**src/rtl/fetch_redirect_unit.sv**
```systemverilog
// Dual-issue fetch PC generator: issues (pc, pc+4) request pairs and restarts fetch
// at the resolved branch target, squashing the front end for FLUSH_CYCLES cycles.
module fetch_redirect_unit #(
  parameter logic [31:0] RESET_PC     = 32'h0000_0000,
  parameter int unsigned FLUSH_CYCLES = 1
) (
  input  logic        clk,
  input  logic        rst,
  input  logic        stall,
  input  logic        ex_valid1,
  input  logic        ex_valid2,
  input  logic        isBranchTaken1,
  input  logic        isBranchTaken2,
  input  logic [31:0] branchPC1,
  input  logic [31:0] branchPC2,
  output logic        imem_req,
  output logic [31:0] imem_addr1,
  output logic [31:0] imem_addr2,
  input  logic        imem_ready,
  output logic        fetch_valid1,
  output logic        fetch_valid2,
  output logic [31:0] fetch_pc1,
  output logic [31:0] fetch_pc2,
  output logic        flush,
  output logic        kill2,
  output logic [15:0] redirect_count
);

  typedef enum logic {RUN, FLUSH} state_e;

  localparam logic [3:0] CNT_INIT = 4'(FLUSH_CYCLES - 1);

  state_e      state_q;
  logic [31:0] pc_q;
  logic [3:0]  cnt_q;
  logic        flush_q;
  logic        fv_q;
  logic [31:0] fpc1_q;
  logic [31:0] fpc2_q;
  logic [15:0] rcnt_q;

  logic        take1;
  logic        take2;
  logic        redirect;
  logic        accept;
  logic [31:0] target_d;
  logic [31:0] pc_seq_d;

  // Lane 1 is older, so its taken branch overrides lane 2 and squashes lane 2's writeback.
  assign take1    = ex_valid1 && isBranchTaken1;
  assign take2    = ex_valid2 && isBranchTaken2;
  assign redirect = take1 || take2;
  assign target_d = (take1 ? branchPC1 : branchPC2) & 32'hFFFF_FFFC;
  assign kill2    = take1;

  assign imem_req   = !rst && (state_q == RUN) && !stall;
  assign accept     = imem_req && imem_ready;
  assign imem_addr1 = pc_q;
  assign imem_addr2 = pc_q + 32'd4;
  assign pc_seq_d   = pc_q + 32'd8;

  assign fetch_valid1   = fv_q;
  assign fetch_valid2   = fv_q;
  assign fetch_pc1      = fpc1_q;
  assign fetch_pc2      = fpc2_q;
  assign flush          = flush_q;
  assign redirect_count = rcnt_q;

  always_ff @(posedge clk) begin
    if (rst) begin
      state_q <= RUN;
      pc_q    <= RESET_PC;
      cnt_q   <= 4'd0;
      flush_q <= 1'b0;
      fv_q    <= 1'b0;
      fpc1_q  <= 32'd0;
      fpc2_q  <= 32'd0;
      rcnt_q  <= 16'd0;
    end else if (redirect) begin
      // Redirect beats stall, imem_ready and any accept happening this same cycle.
      state_q <= FLUSH;
      pc_q    <= target_d;
      cnt_q   <= CNT_INIT;
      flush_q <= 1'b1;
      fv_q    <= 1'b0;
      rcnt_q  <= rcnt_q + 16'd1;
    end else begin
      case (state_q)
        FLUSH: begin
          if (cnt_q == 4'd0) begin
            flush_q <= 1'b0;
            state_q <= RUN;
          end else begin
            cnt_q <= cnt_q - 4'd1;
          end
        end
        default: begin
          if (accept) begin
            fpc1_q <= pc_q;
            fpc2_q <= imem_addr2;
            fv_q   <= 1'b1;
            pc_q   <= pc_seq_d;
          end else if (!stall) begin
            fv_q <= 1'b0;
          end
        end
      endcase
    end
  end

endmodule

```
**config.mk**
```make
export PLATFORM = sky130hd
export DESIGN_NAME = fetch_redirect_unit
export DESIGN_NICKNAME = d
export VERILOG_FILES = /design/src/rtl/fetch_redirect_unit.sv
export SDC_FILE = /design/constraint.sdc
export NUM_CORES = 1
export LEC_CHECK = 0
export ABC_AREA = 1
export CAP_MARGIN = 20
export CORE_MARGIN = 3
export CORE_UTILIZATION = 33
export DETAILED_ROUTE_END_ITERATION = 7
export GPL_ROUTABILITY_DRIVEN = 1
export GPL_TIMING_DRIVEN = 0
export PLACE_DENSITY = 0.66
export SLEW_MARGIN = 15
export SYNTH_ARGS = -nofsm -noshare
export SYNTH_HDL_FRONTEND = slang
export SYNTH_SLANG_ARGS = --single-unit
```
**constraint.sdc**
```tcl
create_clock -name clk -period 2.2 [get_ports clk]
set_clock_uncertainty 0.05 [all_clocks]
set_input_delay 0.33 -clock clk [delete_from_list [all_inputs] [get_ports clk]]
set_output_delay 0.33 -clock clk [all_outputs]
set_load 0.02 [all_outputs]
```
==> metrics.md <==
| Metric | Value |
|---|---|
| Result of the run | `complete, but fails checks` |
| Failing checks | `negative setup slack` |
| Area fraction in compound gates after synthesis | `0.177` |
| FF+latch count, synth | `113` |
| Drt drc | `0` |
| Min-delay src | `rst` |
| Leakage | `4.28 nW` |
| Post-DP HPWL | `19,200 um` |
| Power after layout | `6.68 mW` |
| Layout cells sized above 1 | `0.225` |
| Clock Pin Slew Worst Setup and Hold Paths | `0.06 ns` |
| Skew-Pair Late Insertion Delay | `0.43 ns` |
| Initial antenna violation count | `0` |
| Syn Inst Count | `949` |
| Hold Path Cell Cnt | `4` |
| Total GRT Usage | `0.247` |
| Placed instance count | `1,392` |
| Slew @ Worst Pin | `0.714 ns` |
| Remaining antenna violation count | `0` |
| CTS Hold Buffers Added | `0` |
| Cell Int Power | `4.70 mW` |
| Max-slew headroom | `0.524` |
| Mapped Area | `6110 um^2` |
| HP Class | `in2reg` |
| Post-route setup slack | `-0.156 ns` |
| Global placement routability congestion | `0.924` |
| Routed wire length | `26,400 um` |
| I/O Buffers | `207` |
| First-pass GRT wire length | `38,300 um` |
| Comb pwr share | `0.204` |
| Starting density of the core | `0.338` |
| Power density cells | `657 nW/um^2` |
| DRT Pass-1 Iters | `5` |
| Clock power frac | `0.452` |
| # IOs | `221` |
| RSZ-0062 raised after global routing | `yes` |
| Largest net degree at the start of global routing | `17` |
| Distinct cell type count after synthesis | `34` |
| CTS root buffer | `clkbuf_16` |
| Synth async-reset ratio | `0` |
| Core area | `18,100 um^2` |
| CP max stage cell | `dfxtp_4` |
| Final Hold Vio Count | `0` |
| EDFF count, synth | `0` |
| WHS Endpoint | `redirect_count[7]` |
| Largest family of logic cells by synthesized area | `simple AND/OR/NAND/NOR gates` |
| Critical path required time | `1.82 ns` |
| Antenna Cells | `0` |
| CTS Buffer Depth | `2` |
| Most frequent CP cell | `nor2_4` |
| Die W | `142 um` |
| TritonCTS Buffers | `17` |
| Via count | `7,466` |
| Max frequency | `0.425 GHz` |
| Simple-gate share of the synthesized area | `0.302` |
| Slew Limit Fails | `0` |
| Register area | `2330 um^2` |
| CP Max Fanout | `4` |
| Worst r2r path cells | `10` |
| Area taken by multi-input logic gates | `3660 um^2` |
| Die ar. | `20,200 um^2` |
| CTS HTree Levels | `4` |
| Sequential power share | `0.344` |
| Clk sinks | `113` |
| Sw Ratio | `0.296` |
| Iter 0 DRT Violations | `637` |
| Register area share after synthesis | `0.370` |
| Synth area leaders | `dfxtp_1 37%, nand2_1 11%, o21ai_0 9.8%` |
| Crit Path Class | `reg2out` |
| Flop2flop setup slack | `0.05 ns` |
| Floorplan row count | `49` |
| Via density | `5.07` |
| Reg2reg start | `imem_addr1[4]` |
| Tmin final | `2.36 ns` |
| Die H | `142 um` |
| Congestion Overflow GR | `0` |
| Tcrit/Tclk final | `1.07` |
| Nets | `1,306` |
| R2r endpoint | `imem_addr1[28]` |
| Synth warn | `0` |
| Setup TNS | `-1.37 ns` |
| Multiplexer share of the synthesized area | `0` |
| Synthesized-area fraction occupied by xor and xnor cells | `0.0258` |
| Synth Area in Adders | `0.00819` |
| TritonCTS clock tree | `yes` |
| Final setup viols | `19` |
| Filler cells | `1,664` |
| Arr. time, crit path | `1.98 ns` |
| Largest stage delay, worst path | `0.39 ns` |
| Max capacitance violation total | `0` |
| CP Capture Type | `output port` |
| Synth top area share | `0.370` |
| Fin cells | `1,472` |
| Number of global-route vias before repair | `6,804` |
| Max VDD drop | `574 uV` |
| Worst setup SP type | `flop` |
| Yosys top cell by area | `dfxtp_1` |
| Top_reg_cell synth | `dfxtp_1` |
| Crit-path cells | `ha_4, nand2_4, nor2_4, buf_12, nand2_8, nor2_4, xor2_1, buf_4, buf_6` |
| Post-synthesis average cell area | `6.44 um^2` |
| Area Overhead vs Synth | `66.3%` |
| Routed length per instance | `17.9 um` |
| NetSw | `1.98 mW` |
| Final core occ | `0.562` |
## placed cells by master (no fill, tap or decap), types with 3 or more instances in the layout
cell type	netlist	final
xor2_2	0	9
xnor2_1	3	3
o21ai_0	120	118
dfxtp_2	0	15
a21oi_1	66	66
clkinv_2	0	3
dfxtp_1	113	85
nand3_1	71	66
clkinvlp_4	0	5
dfxtp_4	0	13
nand2_1	177	137
nor2_2	8	8
buf_6	3	36
inv_1	109	102
clkbuf_16	0	18
inv_2	0	5
nor2_4	3	25
buf_2	16	17
clkbuf_2	2	3
nand2_2	5	34
nor2_1	153	131
o21ai_1	8	9
or2_2	4	4
conb_1	1	8
buf_4	13	53
nand3_4	0	3
clkbuf_1	18	15
nor3_1	10	10
o211ai_1	4	4
clkdlybuf4s50_1	0	179
nand4_1	4	4
a31oi_1	8	8
nand2_4	0	10
xor2_1	15	5
bufinv_16	0	4
## repair_timing
action | in CTS | in global routing
pin swaps | 26 | 23
setup buffers | 34 | 19
gates resized for setup | 268 | 75
endpoints found under the setup margin | 31 | 38
## registers in the layout (all words and copies together), names as in the netlist
name,flops
fetch_pc1,30
fetch_pc2,30
imem_addr1,30
redirect_count,16
cnt_q,4
fetch_valid1,1
flush,1
state_q,1
## logic make-up after synthesis
logic type | Yosys count
fa+ha+maj | 4
flops | 113
buf+inv | 164
simple gates | 439
compound gates | 210
other cells | 1
xor+xnor | 18
## final cells by class
| type | instances | share of cell area |
|---|---|---|
| Multi-Input combinational cell | 679 | 0.360 |
| Timing Repair Buffer | 258 | 0.248 |
| Sequential cell | 113 | 0.229 |
| Clock buffer | 19 | 0.0446 |
| Inverter | 110 | 0.0414 |
| Buffer | 51 | 0.0308 |
| Tap cell | 229 | 0.0282 |
| Clock inverter | 13 | 0.0181 |
## metrics by stage
| stage | hold WS, ns | cell area [um^2] | setup slack [ns] |
|---|---|---|---|
| global placement | 0.406 | 8500 | -0.778 |
| finish | 0.225 | 10200 | -0.156 |
| global route | 0.260 | 10200 | -0.227 |
| CTS | 0.214 | 9830 | -0.133 |
| detailed placement | 0.415 | 8500 | -0.779 |
| floorplan | 0.408 | 6140 | 0.104 |
## routing by layer
layer	GRT usage	share of wire	vias to the layer above
met2	0.394	0.46	385
met5	0	0	-
li1	-	-	3599
met1	0.319	0.41	3415
met4	0.0944	0.034	0
met3	0.0685	0.097	67
## synthesized netlist by cell type (2+ instances only)
cell type	count
nand2_1	177
o21ai_0	120
xor2_1	15
buf_6	3
ha_1	4
a21oi_1	66
nor2_1	153
clkbuf_1	18
nor3_1	10
clkbuf_2	2
o21ai_1	8
inv_1	109
nand3_1	71
nor2_2	8
xnor2_1	3
buf_1	2
nand2_2	5
o211ai_1	4
nand4_1	4
a31oi_1	8
dfxtp_1	113
o21bai_1	2
buf_4	13
or2_2	4
buf_2	16
nor2_4	3
## critical path, delay by kind of cell (launching register included)
| family | cells | cell delay (ns) |
|---|---|---|
| adders and majority gates | 1 | 0.17 |
| xor gates and xnor gates | 1 | 0.21 |
| buffers and inverters | 3 | 0.40 |
| DFF | 1 | 0.39 |
| and+or+nand+nor | 4 | 0.35 |
## power groups by stage
| stage | clock network, mW | registers [mW] | logic [mW] |
|---|---|---|---|
| 3_3_place_gp | 0 | 2.31 | 1.22 |
| 4_1_cts | 3.02 | 2.28 | 1.31 |
| 2_1_floorplan | 0 | 2.40 | 0.498 |
| 3_5_place_dp | 0 | 2.32 | 1.22 |
| 5_1_grt | 3.12 | 2.31 | 1.46 |
| 6_report | 3.02 | 2.29 | 1.36 |
## how the worst max path moves through the flow
stage,startpoint,endpoint,slack [ns],cells past startpoint
after floorplan,imem_addr1[4],imem_addr2[17],0.10,6
after global placement,imem_addr1[4],imem_addr2[17],-0.78,7
after detailed placement,imem_addr1[4],imem_addr2[17],-0.78,7
after CTS,imem_addr1[3],imem_addr2[20],-0.13,8
after global routing,imem_addr1[30],imem_addr2[31],-0.23,7
final,imem_addr1[3],imem_addr2[17],-0.16,9
(Power assumes the default switching activity.)
